--- src/rtl/booth_multiplier_ieee754.sv ---
// booth_multiplier_ieee754: iterative fp32 multiplier, one significand bit per cycle.
// Shift-add over 24-bit significands, then normalise and round-to-nearest-even.
// Ports:
//   clk_i, rst_i (sync, active-low)
//   multiplicand_i, multiplier_i : fp32 operands, latched on an accepted start
//   start_flag : start request, honoured only when idle
//   busy_o     : operation in progress
//   valid_o    : one-cycle pulse, result_o/error_o valid
//   error_o    : NaN result or overflow
//   result_o   : fp32 product, held until the next result is produced
module booth_multiplier_ieee754 #(
    parameter int width = 23,
    parameter int EXP_W = 8,
    parameter int BIAS  = 127
) (
    input  logic                     clk_i,
    input  logic                     rst_i,
    input  logic [EXP_W+width:0]     multiplicand_i,
    input  logic [EXP_W+width:0]     multiplier_i,
    input  logic                     start_flag,
    output logic                     busy_o,
    output logic                     valid_o,
    output logic                     error_o,
    output logic [EXP_W+width:0]     result_o
);

    localparam int MW = width + 1;
    localparam int PW = 2 * MW;
    localparam int OW = EXP_W + width;
    localparam int EW = EXP_W + 2;
    localparam logic [EXP_W-1:0] EMAX = '1;

    typedef enum logic [2:0] {
        S_IDLE,
        S_MUL,
        S_NORM,
        S_SPEC,
        S_DONE
    } state_t;

    state_t          state_q, state_d;
    logic [4:0]      cnt_q, cnt_d;
    logic [PW-1:0]   p_q, p_d;
    logic [OW-1:0]   a_q, a_d;
    logic [OW-1:0]   b_q, b_d;
    logic            sign_q, sign_d;
    logic [OW:0]     res_q, res_d;
    logic            err_q, err_d;

    // Operand classification on the raw inputs (denormals count as zero).
    logic [EXP_W-1:0] ea_in, eb_in;
    logic             special_in;

    assign ea_in = multiplicand_i[width +: EXP_W];
    assign eb_in = multiplier_i[width +: EXP_W];
    assign special_in = (ea_in == '0) || (ea_in == EMAX) ||
                        (eb_in == '0) || (eb_in == EMAX);

    // Classification of latched (already flushed) operands.
    logic a_zero, a_inf, a_nan;
    logic b_zero, b_inf, b_nan;

    assign a_zero = (a_q[width +: EXP_W] == '0);
    assign b_zero = (b_q[width +: EXP_W] == '0);
    assign a_inf  = (a_q[width +: EXP_W] == EMAX) && (a_q[width-1:0] == '0);
    assign b_inf  = (b_q[width +: EXP_W] == EMAX) && (b_q[width-1:0] == '0);
    assign a_nan  = (a_q[width +: EXP_W] == EMAX) && (a_q[width-1:0] != '0);
    assign b_nan  = (b_q[width +: EXP_W] == EMAX) && (b_q[width-1:0] != '0);

    // Upper half of the product register accumulates the multiplicand
    // whenever the multiplier bit shifted into position 0 is set.
    logic [MW:0] mul_sum;

    assign mul_sum = {1'b0, p_q[PW-1:MW]} +
                     (p_q[0] ? {2'b01, a_q[width-1:0]} : '0);

    // Normalisation and round-to-nearest-even of the finished product.
    logic             nrm;
    logic [width-1:0] mant;
    logic             g_bit, s_bit, rnd;
    logic [width:0]   rnd_sum;
    logic             carry;
    logic [EW-1:0]    exp_r;
    logic             ovf, unf;

    assign nrm   = p_q[PW-1];
    assign mant  = nrm ? p_q[PW-2 -: width] : p_q[PW-3 -: width];
    assign g_bit = nrm ? p_q[MW-1] : p_q[MW-2];
    assign s_bit = nrm ? (|p_q[MW-2:0]) : (|p_q[MW-3:0]);
    assign rnd   = g_bit & (s_bit | mant[0]);

    // A carry out of the fraction leaves it all-zero: value is 2.0, so
    // only the exponent needs the extra increment.
    assign rnd_sum = {1'b0, mant} + {{width{1'b0}}, rnd};
    assign carry   = rnd_sum[width];

    // Two extra bits: top bit acts as sign for underflow detection.
    assign exp_r = EW'(a_q[width +: EXP_W]) + EW'(b_q[width +: EXP_W])
                 - EW'(BIAS) + EW'(nrm) + EW'(carry);
    assign ovf = !exp_r[EW-1] && (exp_r >= EW'(EMAX));
    assign unf = exp_r[EW-1] || (exp_r == '0);

    always_comb begin
        state_d = state_q;
        cnt_d   = cnt_q;
        p_d     = p_q;
        a_d     = a_q;
        b_d     = b_q;
        sign_d  = sign_q;
        res_d   = res_q;
        err_d   = err_q;
        case (state_q)
            S_IDLE: begin
                if (start_flag) begin
                    a_d = (ea_in == '0) ? '0 : multiplicand_i[OW-1:0];
                    b_d = (eb_in == '0) ? '0 : multiplier_i[OW-1:0];
                    sign_d = multiplicand_i[OW] ^ multiplier_i[OW];
                    p_d = {{MW{1'b0}}, 1'b1, multiplier_i[width-1:0]};
                    cnt_d = 5'(width);
                    state_d = special_in ? S_SPEC : S_MUL;
                end
            end
            S_MUL: begin
                p_d   = {mul_sum, p_q[MW-1:1]};
                cnt_d = cnt_q - 5'd1;
                if (cnt_q == '0) begin
                    state_d = S_NORM;
                end
            end
            S_NORM: begin
                state_d = S_DONE;
                if (ovf) begin
                    res_d = {sign_q, EMAX, {width{1'b0}}};
                    err_d = 1'b1;
                end else if (unf) begin
                    res_d = {sign_q, {OW{1'b0}}};
                    err_d = 1'b0;
                end else begin
                    res_d = {sign_q, exp_r[EXP_W-1:0], rnd_sum[width-1:0]};
                    err_d = 1'b0;
                end
            end
            S_SPEC: begin
                state_d = S_DONE;
                if (a_nan || b_nan || (a_zero && b_inf) || (a_inf && b_zero)) begin
                    res_d = {1'b0, EMAX, 1'b1, {(width-1){1'b0}}};
                    err_d = 1'b1;
                end else if (a_inf || b_inf) begin
                    res_d = {sign_q, EMAX, {width{1'b0}}};
                    err_d = 1'b0;
                end else begin
                    res_d = {sign_q, {OW{1'b0}}};
                    err_d = 1'b0;
                end
            end
            S_DONE: begin
                state_d = S_IDLE;
            end
            default: begin
                state_d = S_IDLE;
            end
        endcase
    end

    always_ff @(posedge clk_i) begin
        if (!rst_i) begin
            state_q <= S_IDLE;
            cnt_q   <= '0;
            p_q     <= '0;
            a_q     <= '0;
            b_q     <= '0;
            sign_q  <= 1'b0;
            res_q   <= '0;
            err_q   <= 1'b0;
        end else begin
            state_q <= state_d;
            cnt_q   <= cnt_d;
            p_q     <= p_d;
            a_q     <= a_d;
            b_q     <= b_d;
            sign_q  <= sign_d;
            res_q   <= res_d;
            err_q   <= err_d;
        end
    end

    assign busy_o   = (state_q == S_MUL) || (state_q == S_NORM) ||
                      (state_q == S_SPEC);
    assign valid_o  = (state_q == S_DONE);
    assign error_o  = err_q;
    assign result_o = res_q;

endmodule

--- config.mk ---
export PLATFORM = sky130hd
export DESIGN_NAME = booth_multiplier_ieee754
export DESIGN_NICKNAME = d
export VERILOG_FILES = /design/src/rtl/booth_multiplier_ieee754.sv
export SDC_FILE = /design/constraint.sdc
export NUM_CORES = 1
export LEC_CHECK = 0
export BUFFER_PORTS_ARGS = -buffer_cell sky130_fd_sc_hd__buf_4
export CORE_MARGIN = 1.5
export CORE_UTILIZATION = 45
export DETAILED_ROUTE_END_ITERATION = 8
export GPL_TIMING_DRIVEN = 1
export PLACE_DENSITY = 0.6
export SLEW_MARGIN = 20
export SYNTH_ARGS = -nofsm -noshare
export SYNTH_HDL_FRONTEND = slang
export SYNTH_SLANG_ARGS = --single-unit
--- constraint.sdc ---
create_clock -name clk_i -period 9.33 [get_ports clk_i]
set_clock_uncertainty 0.1 [all_clocks]
set_input_delay 1.3995 -clock clk_i [delete_from_list [all_inputs] [get_ports clk_i]]
set_output_delay 1.3995 -clock clk_i [all_outputs]
set_load 0.005 [all_outputs]
==> impl_metrics.py <==
metrics = {
    "run_status": {
        "status": "complete, no violations",
    },
    "synthesis": {
        "synth-edff-count": 0,
        "synth-main-ff-cell": "dfxtp_1",
        "avgSynthCellArea_um2": 7.776,
        "ys_seq_elements": 152,
        "syn_nets": 1217,
        "synthDistinctLibCells": 73,
        "synth_area_um2": 8592,
        "ys_seq_area_share_pct": 35.42,
        "netlist_instances": 1105,
        "yosys_warnings": 0,
        "async_flop_share_pct": 0,
    },
    "sta": {
        "holdWs_ps": 350.8,
        "fin_crit_sh_pct": 55.46,
        "tightest_slew_ps": 912.9,
        "slew_violations": 0,
        "fmax_mhz": 193.3,
        "slew-limit-headroom_pct": 39.14,
        "setup_tns_ps": 0,
        "finalSetupViolations": 0,
        "rsz0062_at_grt": "no",
        "hold_viol": 0,
        "fin_crit_ps": 5174,
    },
    "drt": {
        "routed_via_density": 5.778,
        "dr.pass1.iters": 7,
        "dr_total_vias": 8170,
        "drc": 0,
        "first_iter_violations": 576,
        "routedWlPerCell_um": 16.92,
        "wl_um": 23920,
        "ant_nets": 0,
    },
    "placement": {
        "routabilityCongestion": 0.8832,
        "port-buffer-count": 101,
        "place_area_um2": 9468,
        "placedCellCount": 1382,
        "dp_hpwl_um": 17240,
    },
    "cells_and_area": {
        "final_area_um2": 10070,
        "fin_cells": 1414,
        "fill_cells": 1815,
        "seqCellArea_um2": 3044,
        "drive_above_1_share_pct": 14.24,
        "final_nets": 1279,
        "areaGrowthSynthToFinish_pct": 17.26,
        "antenna_cells": 0,
        "multiInputGateArea_um2": 5228,
    },
    "floorplanning": {
        "die_w_um": 141.2,
        "die_y_um": 141.2,
        "pin_count": 102,
        "core_um2": 18710,
        "dieArea_um2": 19930,
        "fp-row-count": 50,
        "start_util_pct": 45.93,
    },
    "clock_tree": {
        "post_cts_buffers": 0,
        "cts.sinks": 152,
        "cts_buffers": 17,
        "cts_buffer_depth": 2,
        "ctsHoldBuffers": 0,
        "cts.clk_slew.worst_paths_ps": 70,
        "cts_resized": 0,
        "htree_levels": 4,
        "cts_tree": "built",
        "cts_root_buffer": "clkbuf_16",
        "clk_latency_ps": 420,
    },
    "worst_setup_path": {
        "cp.required_ps": 9520,
        "r2r_slack_ps": 4160,
        "cpPeakStageDelay_ps": 470,
        "crit_path_max_fanout": 61,
        "crit_slowest_cell": "a2111oi_4",
        "end_kind": "flop",
        "cp_cell_sequence": "buf_4 -> nand2_1 -> a2111oi_4 -> o2111ai_1 -> or2_2 -> nor2_1 -> and2_1 -> fa_1 -> inv_1 -> fa_1 -> nor2b_1 -> o22ai_2 -> xnor2_1 -> or3_1 -> or4_1 -> nand4_1 -> o21ai_0",
        "arrival_ps": 5370,
        "crit_buf_inv": 2,
        "critical_path.top_delay_family": "simple AND/OR/NAND/NOR gates",
        "cp_common_cell": "fa_1",
        "critPathKind": "reg2reg",
        "start_kind": "flop",
    },
    "worst_hold_path": {
        "hp-class": "reg2reg",
    },
    "pwr": {
        "power_w": 0.001761,
        "pwr_density_cell_nw_per_um2": 174.8,
        "p_leak_nw": 4.098,
        "irDropWorstVdd_uv": 127.6,
    },
    "job": {
        "drv_cap": 0,
    },
    "global_routing": {
        "overflow": 0,
        "grt_pass1_vias": 7474,
        "grt_antenna_before_repair": 0,
        "track_usage_pct": 24.30,
        "grt_start_max_net_pins": 86,
        "grt_pass1_wl_um": 38960,
    },
}
-- tightest hold or removal path, cell delays in order (launching register included) --
cell,delay (ps)
dfxtp_1,310
nand2_1,50
a21oi_1,50
-- cell usage in the layout (no fill, tap or decap), types with 10 or more instances in the layout --
master / count
nand2_1: 181
nand4_1: 17
buf_4: 111
nor2_1: 73
and2_1: 38
nor4_1: 27
dfxtp_1: 151
a22oi_1: 12
nor3_1: 10
inv_1: 18
a311oi_1: 27
a21oi_1: 128
nand3_1: 70
clkbuf_16: 17
a21o_1: 12
nor2b_1: 15
o21ai_0: 48
xor2_1: 17
ha_1: 42
a211oi_1: 19
xnor2_1: 12
and3_1: 10
-- power breakdown --
| part | switching, W | internal (W) | total, W |
|---|---|---|---|
| sequential | 0.0000470 | 0.000696 | 0.000743 |
| clock | 0.000289 | 0.000420 | 0.000710 |
| combinational | 0.000191 | 0.000118 | 0.000309 |
| total | 0.000527 | 0.00123 | 0.00176 |
-- path summary, 6_finish.rpt --
check	start	end	depth (start not counted)
max	p_q[47]	result_o[13]	17
min	b_q[5]	b_q[5]	2
max reg2reg	p_q[47]	result_o[13]	17
min reg2reg	b_q[5]	b_q[5]	2
-- cell families (layout without fill, tap and decap cells) --
| group | count (synthesis) | in the layout | share of synthesized area (%) |
|---|---|---|---|
| compound gates | 315 | 315 | 23.97 |
| xor+xnor | 29 | 29 | 2.956 |
| fa+ha+maj | 45 | 45 | 6.815 |
| buf+inv | 87 | 162 | 3.932 |
| flops | 152 | 152 | 35.42 |
| mux | 8 | 8 | 0.9757 |
| simple gates | 469 | 469 | 25.94 |
-- per-stage QoR --
stage | utilization [%] | worst slack [ps]
2_1_floorplan | - | 4777
3_5_place_dp | 50.62 | 4203
4_1_cts | 53.85 | 4168
6_report | 53.86 | 4156
3_3_place_gp | 50.62 | 4260
5_1_grt | 53.86 | 3715
-- synthesized netlist by cell type (all sizes together), types with 4 or more instances --
cell     number  share of area (%)
a21o         12                1.0
nand3        70                4.1
mux2i         5               0.58
a21oi       128                7.5
clkbuf       63                2.8
inv          19               0.83
xnor2        12                1.2
nor4         27                2.0
o21ai        50                3.0
a21boi        5               0.44
nor2         74                3.2
and2         39                2.9
o21a          5               0.44
o2111ai       4               0.41
xor2         17                1.7
a22o          7               0.79
buf           5               0.32
nand4        17                1.2
nor2b        15                1.1
dfxtp       152                 35
a22oi        12                1.0
o211ai        8               0.70
nand2       181                7.9
o31ai         4               0.35
ha           42                6.1
nor3         10               0.58
a32o          4               0.47
a211oi       20                1.9
and3         10               0.73
a31oi         4               0.36
a311oi       27                2.8
nand2b        5               0.36
-- flip-flops by register name, summed over array words and instances (netlist names) --
register and count:
p_q 48, result_o 32, a_q 31, b_q 31, cnt_q 5, state_q 3
error_o 1, sign_q 1
-- layout make-up --
type	instances	area share, %
inverters	19	0.7203
flip-flops and latches	152	30.22
well taps	234	2.906
multi-input cells	866	51.89
repair buffers	111	8.271
clock inverters	11	1.329
clock buffers	21	4.670
-- per-layer routing --
metal / up-vias / GRT usage, % / share of wire (%)
li1: 4154 / - / -
met1: 3820 / 34.67 / 50
met2: 175 / 38.36 / 45
met3: 21 / 3.940 / 4.4
met4: 0 / 5.647 / 1.1
met5: - / 0 / 0
Note: power is estimated with default switching activity, not from simulation.
